[src/rtl/mem_access_sequencer.sv]
// rtl/mem_access_sequencer.sv - LC-3b MEM-stage data-cache access sequencer
// Turns one memory-class instruction into one or two dcache accesses and stalls until done.
module mem_access_sequencer #(
   parameter int WIDTH    = 16,
   parameter int LANES    = WIDTH / 8,
   parameter int MAX_WAIT = 255
) (
   input  logic             clk,
   input  logic             rst_n,
   input  logic             in_valid,
   input  logic [3:0]       in_opcode,
   input  logic [WIDTH-1:0] in_addr,
   input  logic [WIDTH-1:0] in_sdata,
   input  logic             dmem_resp,
   input  logic [WIDTH-1:0] dmem_rdata,
   output logic             dmem_read,
   output logic             dmem_write,
   output logic [WIDTH-1:0] dmem_address,
   output logic [WIDTH-1:0] dmem_wdata,
   output logic [LANES-1:0] dmem_byte_enable,
   output logic             stall,
   output logic             out_valid,
   output logic [WIDTH-1:0] out_data,
   output logic             out_err
);
   localparam int LB = $clog2(LANES);
   localparam int CW = $clog2(MAX_WAIT + 1);
   localparam logic [CW-1:0] WAIT_LAST = CW'(MAX_WAIT - 1);

   localparam logic [3:0] OP_LDB  = 4'b0010;
   localparam logic [3:0] OP_STB  = 4'b0011;
   localparam logic [3:0] OP_LDR  = 4'b0110;
   localparam logic [3:0] OP_STR  = 4'b0111;
   localparam logic [3:0] OP_LDI  = 4'b1010;
   localparam logic [3:0] OP_STI  = 4'b1011;
   localparam logic [3:0] OP_TRAP = 4'b1111;

   typedef enum logic [1:0] {IDLE, ACC1, ACC2, DONE} state_t;
   state_t r_state, w_next;

   logic [3:0]       r_op;
   logic [LB-1:0]    r_lane;
   logic [WIDTH-1:0] r_sdata;
   logic [CW-1:0]    r_wait;
   logic             r_rd, r_wr, r_ov, r_oe;
   logic [WIDTH-1:0] r_adr, r_wd, r_od;
   logic [LANES-1:0] r_be;

   logic             w_mem_in, w_ind_in, w_timeout, w_fin_byte, w_fin_store, w_ld_store;
   logic [3:0]       w_src_op;
   logic [WIDTH-1:0] w_src_addr, w_src_sdata, w_fin_addr, w_fin_wdata, w_load;
   logic [LANES-1:0] w_fin_be;
   logic [7:0]       w_lane_byte;

   function automatic logic f_is_mem(input logic [3:0] op);
      return op inside {OP_LDB, OP_STB, OP_LDR, OP_STR, OP_LDI, OP_STI, OP_TRAP};
   endfunction

   function automatic logic f_is_store(input logic [3:0] op);
      return op inside {OP_STB, OP_STR, OP_STI};
   endfunction

   assign w_mem_in  = in_valid && f_is_mem(in_opcode);
   assign w_ind_in  = (in_opcode == OP_LDI) || (in_opcode == OP_STI);
   assign w_timeout = ((r_state == ACC1) || (r_state == ACC2)) && !dmem_resp && (r_wait == WAIT_LAST);

   // The final access is described from the instruction in IDLE, or from the fetched pointer in ACC1.
   always_comb begin
      w_src_op    = (r_state == IDLE) ? in_opcode : r_op;
      w_src_addr  = (r_state == IDLE) ? in_addr   : dmem_rdata;
      w_src_sdata = (r_state == IDLE) ? in_sdata  : r_sdata;
      w_fin_byte  = (w_src_op == OP_LDB) || (w_src_op == OP_STB);
      w_fin_store = f_is_store(w_src_op);
      w_fin_addr  = w_fin_byte ? w_src_addr : {w_src_addr[WIDTH-1:LB], {LB{1'b0}}};
      w_fin_be    = w_fin_byte ? (LANES'(1) << w_src_addr[LB-1:0]) : {LANES{1'b1}};
      w_fin_wdata = (w_src_op == OP_STB) ? {LANES{w_src_sdata[7:0]}} : w_src_sdata;
      w_ld_store  = f_is_store(r_op);
      w_lane_byte = dmem_rdata[{r_lane, 3'b000} +: 8];
      if (w_ld_store)
         w_load = '0;
      else if (r_op == OP_LDB)
         w_load = {{(WIDTH-8){1'b0}}, w_lane_byte};
      else
         w_load = dmem_rdata;
   end

   always_comb begin
      w_next = r_state;
      case (r_state)
         IDLE: if (w_mem_in) w_next = w_ind_in ? ACC1 : ACC2;
         ACC1: begin
            if (dmem_resp)      w_next = ACC2;
            else if (w_timeout) w_next = DONE;
         end
         ACC2: if (dmem_resp || w_timeout) w_next = DONE;
         DONE: w_next = IDLE;
         default: w_next = IDLE;
      endcase
   end

   always_ff @(posedge clk or negedge rst_n) begin
      if (!rst_n) r_state <= IDLE;
      else        r_state <= w_next;
   end

   always_ff @(posedge clk or negedge rst_n) begin
      if (!rst_n) begin
         r_op    <= '0;
         r_lane  <= '0;
         r_sdata <= '0;
         r_wait  <= '0;
         r_rd    <= 1'b0;
         r_wr    <= 1'b0;
         r_adr   <= '0;
         r_wd    <= '0;
         r_be    <= '0;
         r_ov    <= 1'b0;
         r_oe    <= 1'b0;
         r_od    <= '0;
      end else begin
         r_ov <= 1'b0;
         r_oe <= 1'b0;
         case (r_state)
            IDLE: if (w_mem_in) begin
               r_op    <= in_opcode;
               r_lane  <= in_addr[LB-1:0];
               r_sdata <= in_sdata;
               r_wait  <= '0;
               if (w_ind_in) begin
                  r_rd  <= 1'b1;
                  r_wr  <= 1'b0;
                  r_adr <= {in_addr[WIDTH-1:LB], {LB{1'b0}}};
                  r_be  <= {LANES{1'b1}};
               end else begin
                  r_rd  <= !w_fin_store;
                  r_wr  <= w_fin_store;
                  r_adr <= w_fin_addr;
                  r_wd  <= w_fin_wdata;
                  r_be  <= w_fin_be;
               end
            end
            ACC1: begin
               if (dmem_resp) begin
                  r_wait <= '0;
                  r_rd   <= !w_fin_store;
                  r_wr   <= w_fin_store;
                  r_adr  <= w_fin_addr;
                  r_wd   <= w_fin_wdata;
                  r_be   <= w_fin_be;
               end else if (w_timeout) begin
                  r_rd <= 1'b0;
                  r_wr <= 1'b0;
                  r_ov <= 1'b1;
                  r_oe <= 1'b1;
                  r_od <= '0;
               end else begin
                  r_wait <= r_wait + CW'(1);
               end
            end
            ACC2: begin
               if (dmem_resp) begin
                  r_rd <= 1'b0;
                  r_wr <= 1'b0;
                  r_ov <= 1'b1;
                  r_od <= w_load;
               end else if (w_timeout) begin
                  r_rd <= 1'b0;
                  r_wr <= 1'b0;
                  r_ov <= 1'b1;
                  r_oe <= 1'b1;
                  r_od <= '0;
               end else begin
                  r_wait <= r_wait + CW'(1);
               end
            end
            default: ;
         endcase
      end
   end

   assign stall            = (r_state == ACC1) || (r_state == ACC2) || ((r_state == IDLE) && w_mem_in);
   assign dmem_read        = r_rd;
   assign dmem_write       = r_wr;
   assign dmem_address     = r_adr;
   assign dmem_wdata       = r_wd;
   assign dmem_byte_enable = r_be;
   assign out_valid        = r_ov;
   assign out_data         = r_od;
   assign out_err          = r_oe;
endmodule

[config.mk]
export PLATFORM = sky130hd
export DESIGN_NAME = mem_access_sequencer
export DESIGN_NICKNAME = d
export VERILOG_FILES = /design/src/rtl/mem_access_sequencer.sv
export SDC_FILE = /design/constraint.sdc
export NUM_CORES = 1
export LEC_CHECK = 0
export ABC_AREA = 1
export CAP_MARGIN = 20
export CORE_ASPECT_RATIO = 1.2
export CORE_MARGIN = 4
export CORE_UTILIZATION = 49
export DETAILED_ROUTE_END_ITERATION = 8
export PLACE_DENSITY = 0.8
export SYNTH_ARGS = -nofsm -noshare
export SYNTH_HDL_FRONTEND = slang
export SYNTH_SLANG_ARGS = --single-unit
export TNS_END_PERCENT = 30
[constraint.sdc]
create_clock -name clk -period 2.06 [get_ports clk]
set_input_delay 0.309 -clock clk [delete_from_list [all_inputs] [get_ports clk]]
set_output_delay 0.309 -clock clk [all_outputs]
set_load 0.03 [all_outputs]
**Yosys cells after proc, flatten, opt, wreduce, memory -nomap -nowiden**

Index checks and enable logic that the tools add are counted.

- Add/subtract/negate cells: 1
- Equal/unequal tests: 26
- Shift operators: 2
- Mux-type cells: 52
- Reductions and logical operators: 26

Operators with widths:

| cell | count |
|---|---|
| 2-to-1 mux 16 bit | 14 |
| case mux 16 bit (2 select lines) | 3 |
| 2-to-1 mux 8 bit | 4 |
| equality test 4 x 2 -> 1 bit (second input constant) | 6 |
| case mux 8 bit (3 select lines) | 1 |
| equality test 4 bit (second input constant) | 5 |
| 2-to-1 mux 2 bit | 9 |
| equality test 4 x 3 -> 1 bit (second input constant) | 4 |
| variable part select 16 x 5 -> 8 bit | 1 |
| 2-to-1 mux 1 bit | 15 |
| != test 2 bit (second input constant) | 6 |
| AND reduction 3 bit | 3 |
| nonzero test 3 bit | 3 |
| adder 8 x 1 -> 8 bit (second input constant) | 1 |
| equality test 8 bit (second input constant) | 1 |
| case mux 2 bit (4 select lines) | 1 |
| nonzero test 7 bit | 1 |
| case mux 1 bit (3 select lines) | 2 |
| AND reduction 2 bit | 3 |
| logical OR 1 bit | 5 |
| equality test 2 bit (second input constant) | 2 |
| logical AND 1 bit | 4 |
| 2-to-1 mux 4 bit | 1 |
| case mux 2 bit (2 select lines) | 1 |
| other kinds (9) | 11 |

- Register bits after elaboration: 85
- Input bits: 56
- Output and inout port bits: 55
- Word-level logic and storage cells: 120

**Logic depth before layout (Yosys ltp)**

- Depth after elaboration: 8
- Gate-level depth with buffers: 14

**Worst setup path before layout**

No wires, ideal clock.

- Path type: register to output
- From: register r_state[0]
- To: output port stall
- Arrival time: 1.389 ns
- Path slack: 0.362 ns
- Stages on the path, launching flop included: 7
- Buffers on the path: 2
- Cell sequence: dfrtp_1 -> inv_1 -> ha_1 -> buf_4 -> nand2_2 -> clkbuf_1 -> nand2_1

- Longest elaborated chain between the ends: 3
- Elaborated cells between the ends (all ways): 6
- Those cells by class: eq/ne: 2; reduce/logical: 4

Ends and longest elaborated chain:

| element | line | source |
|---|---|---|
| start: declaration | 39 | `state_t r_state, w_next;` |
| start signal: assignment | 103 | `else r_state <= w_next;` |
| equality test 2 x 1 -> 1 bit, or another cell as far along | 181 | `assign stall = (r_state == ACC1) \|\| (r_state == ACC2) \|\| ((r_state == IDLE) && w_mem_in);` |
| logical OR 1 bit / logical AND 1 bit (equally long branches) | 181 |  |
| logical OR 1 bit * | 181 |  |
| end: declaration | 21 | `output logic stall,` |

Every way passes the cells marked *; elsewhere a longest branch is shown, timed or not.

**Final worst setup path**

- From: register r_state[1]
- To: output port stall

The elaborated chain is that of the path after synthesis.

==> results.md <==
* Cell count of the worst reg-to-reg path at 9
* Count of buffers inserted at the top-level ports at 110
* Final setup fails at 0
* Starting utilization of the core area at 50.2%
* Placed Area at around 5600 um^2
* CTS tree: yes
* Unrepaired setup endpoints after global routing: true
* Worst hold path startpoint: dmem_wdata[5]
* Clock Latency Late Sink at between 300 and 400 ps
* Global route total overflow at 0
* Number of post-CTS setup repair buffers at 0
* Clock root buffer: clkbuf_8
* Crit path capture type: primary output
* # DRC at 0
* # diodes at 0
* Number of violations reported at the end of detailed-routing iteration 0 at approximately 350
* Syn. warnings at 0
* Ordered list of cells on the worst path: inv_1 > ha_2 > buf_4 > inv_1 > nand2_1 > buf_4
* Gr usage total at 23.7%
* Post-Syn Instances at 555
* Critical path class: reg -> out
* Mean post-synth cell area at slightly below 8 um^2
* Vias in the first global route at between 4000 and 5000
* Total half-perimeter wirelength after legalization and detailed placement at roughly 9 mm
* Peak per-stage delay on the critical path at between 400 and 500 ps
* Proportion of netlist area held by the largest area contributor at around half
* Initial DRT Pass Iterations at 6
* Avg Vias per Cell at about 5.2
* Min Tclk post-route at a little under 2000 ps
* Signal arrival time at the worst endpoint at 1650 ps
* Most used standard cell by instance count after synthesis: nand2_1
* FFs w/ async S/R, synth at 100%
* Maximum level of the CTS H-tree at 3
* Fmax achieved at between 500 and 600 MHz
* Maximum number of pins on one net before global-route repair at 86
* Peak ir drop on the vdd network at approximately 770 uV
* Fraction of the yosys area taken by sequential cells at between 40% and 50%
* Worst hold margin at between 400 and 500 ps
* R2r startpoint: r_state[1]
* Leakage power figure at ~2.8 nW
* Vias at 4130
* Std-Cell Core Area at approximately 8600 um^2
* CP startpoint: r_state[1]
* Number of nets in the layout at approximately 730
* Share of the clock period used by the worst path at ~95%
* First-pass GRT wire length at ~20 mm
* Worst-case register-to-register setup slack at around 130 ps
* Clock input transition at the sequential cells of the worst setup and hold paths at 80 ps
* Startpoint kind of the worst setup timing path: flip-flop
* Layout area overhead at 33.3%
* Most instantiated flip-flop cell in the synthesis netlist: dfrtp_1
* Layout cell share with drive strength beyond 1 at 8.01%
* Endpoint of the worst-slack reg-to-reg timing path: out_data[10]
* Die Wd at roughly 94 um
* Cell row count at 37
* Routed Wire Length at between 10 and 15 mm
* CP Max Fanout at 6
* Buffer depth of the longest clock path at 2
* Num ports at 111
* Depth of the worst hold-timing path at 2
* Design Area, Final at 5770 um^2
* Post-route setup TNS at 0 ps
* Total count of hold-check failures in the final report at 0
* Number of gates on the worst path with buffers counted at 6
* Overall power of the completed layout at 0.00934 W
* Ranking of synthesized cells by instance count: nand2_1 (211), dfrtp_1 (85), o21ai_0 (68)
* Clock tree sinks at 85
* Status: completed
* WL per Instance at approximately 15 um
* End of the worst hold path: dmem_wdata[5]
* Number of synthesized flops with an enable pin at 0
* Worst EP required at 1750 ps
* Number of antenna violations at the first check in global routing at 0
* Number of buffers created by CTS at 9
* Rel. slew slack at between 70% and 80%
* Slew at the pin with the worst max-slew slack at around 450 ps
* Syn Nets at approximately 620
* Clk_skew at roughly 5.4 ps
* Main area contributors after synthesis: dfrtp_1 (49%), nand2_1 (18%), o21ai_0 (7.9%)
* Number of nets with antenna violations after routing at 0
* Mapped cell area at around 4300 um^2
* Final-report max-slew violation count at 0
* Filler cell count in the final layout at approximately 740
* Vertical extent of the die at approximately 110 um
* Pwr per Cell Area at ~1600 nW/um^2
* Netlist cell types at 37
* Synth Register Bits at 85
* Number of buffer and inverter instances along the worst setup path at 4
* Max stage delay cell, worst path: dfrtp_1
* Total die area at 10400 um^2
* Top cell type by total area after synthesis: dfrtp_1
* Maxcap violations at 0
* Routability congestion estimate at around 0.9
* Family with the most delay on the worst path: buffers and inverters
* Class of the worst hold path: reg -> reg
## power by group
group / internal [W] / switching [W]
Combinational: 0.00200 / 0.00340
Sequential: 0.00238 / 0.000430
Clock: 0.000580 / 0.000559
Total: 0.00495 / 0.00439
## how the worst max path moves through the flow
stage / endpoint / slack [ps]
CTS: stall / 50
detailed placement: out_data[10] / -20
floorplan: stall / 360
global placement: dmem_address[15] / 100
global route: out_data[4] / -20
finish: stall / 100
## stage by stage
| step | setup slack (ps) | util [%] | std cells |
|---|---|---|---|
| 2_1_floorplan | 362 | - | 555 |
| 3_3_place_gp | 98.5 | 64.7 | 776 |
| 3_5_place_dp | -16.0 | 64.7 | 776 |
| 4_1_cts | 52.1 | 66.9 | 791 |
| 5_1_grt | -23.6 | 67.0 | 791 |
| 6_report | 96.6 | 67.0 | 791 |
## metal layers
| layer | vias up | GRT usage, % | wire length [um] |
|---|---|---|---|
| met5 | - | 0 | 0 |
| met1 | 1960 | 28.8 | 4840 |
| met4 | 0 | 8.19 | 217 |
| li1 | 2002 | - | - |
| met3 | 20 | 4.55 | 624 |
| met2 | 148 | 41.6 | 6440 |
## cells by family (layout without fill, tap and decap cells)
group           count (synthesis)  after routing  synth area share [%]
compound gates                113            113                  13.6
mux                             6              6                  1.56
buf+inv                        63            182                  6.71
simple gates                  281            281                  27.0
fa+ha+maj                       7              7                  2.02
flops                          85             85                  49.2
## cell type report
class | instances | area [um^2] | share of cell area [%]
clock buffers | 12 | 145 | 2.52
clock inverters | 2 | 35.0 | 0.607
inverters | 45 | 175 | 3.04
multi-input cells | 407 | 1910 | 33.1
flip-flops and latches | 85 | 2130 | 36.9
well taps | 117 | 146 | 2.54
repair buffers | 123 | 1230 | 21.3
## registers in the layout (all words and copies together), names as in the netlist
register and cells:
out_valid 1, r_wait 8, out_data 16, r_lane 1
r_op 4, dmem_write 1, r_sdata 16, out_err 1
dmem_byte_enable 2, r_state 2, dmem_read 1, dmem_address 16
dmem_wdata 16
## what timing repair did
| action | in CTS | in global routing |
|---|---|---|
| setup endpoints to repair | 0 | 6 |
| endpoints found under the hold margin | 18 | 0 |
| resized for setup | 0 | 5 |
| hold buffers | 1 | 0 |
## cells in the final DEF (no fill, tap or decap), types with 4 or more instances in the layout
master	n
a21oi_1	22
nand2_1	211
clkbuf_8	10
nand2_2	4
inv_2	4
o21ai_0	67
clkdlybuf4s50_1	108
ha_1	6
nand3_1	18
nor2_1	33
o21ai_1	15
dfrtp_1	85
mux2_2	6
inv_1	39
buf_4	11
## worst reg2reg max path, stage by stage (launching register included)
cell and delay (ps):
dfrtp_1 400, inv_1 100, ha_2 340, nand2_1 80
inv_1 60, nand3_1 120, nand2_1 140, nand3b_2 320
nand2_1 160, o21ai_0 90
Power figures use the tool's default switching activity.
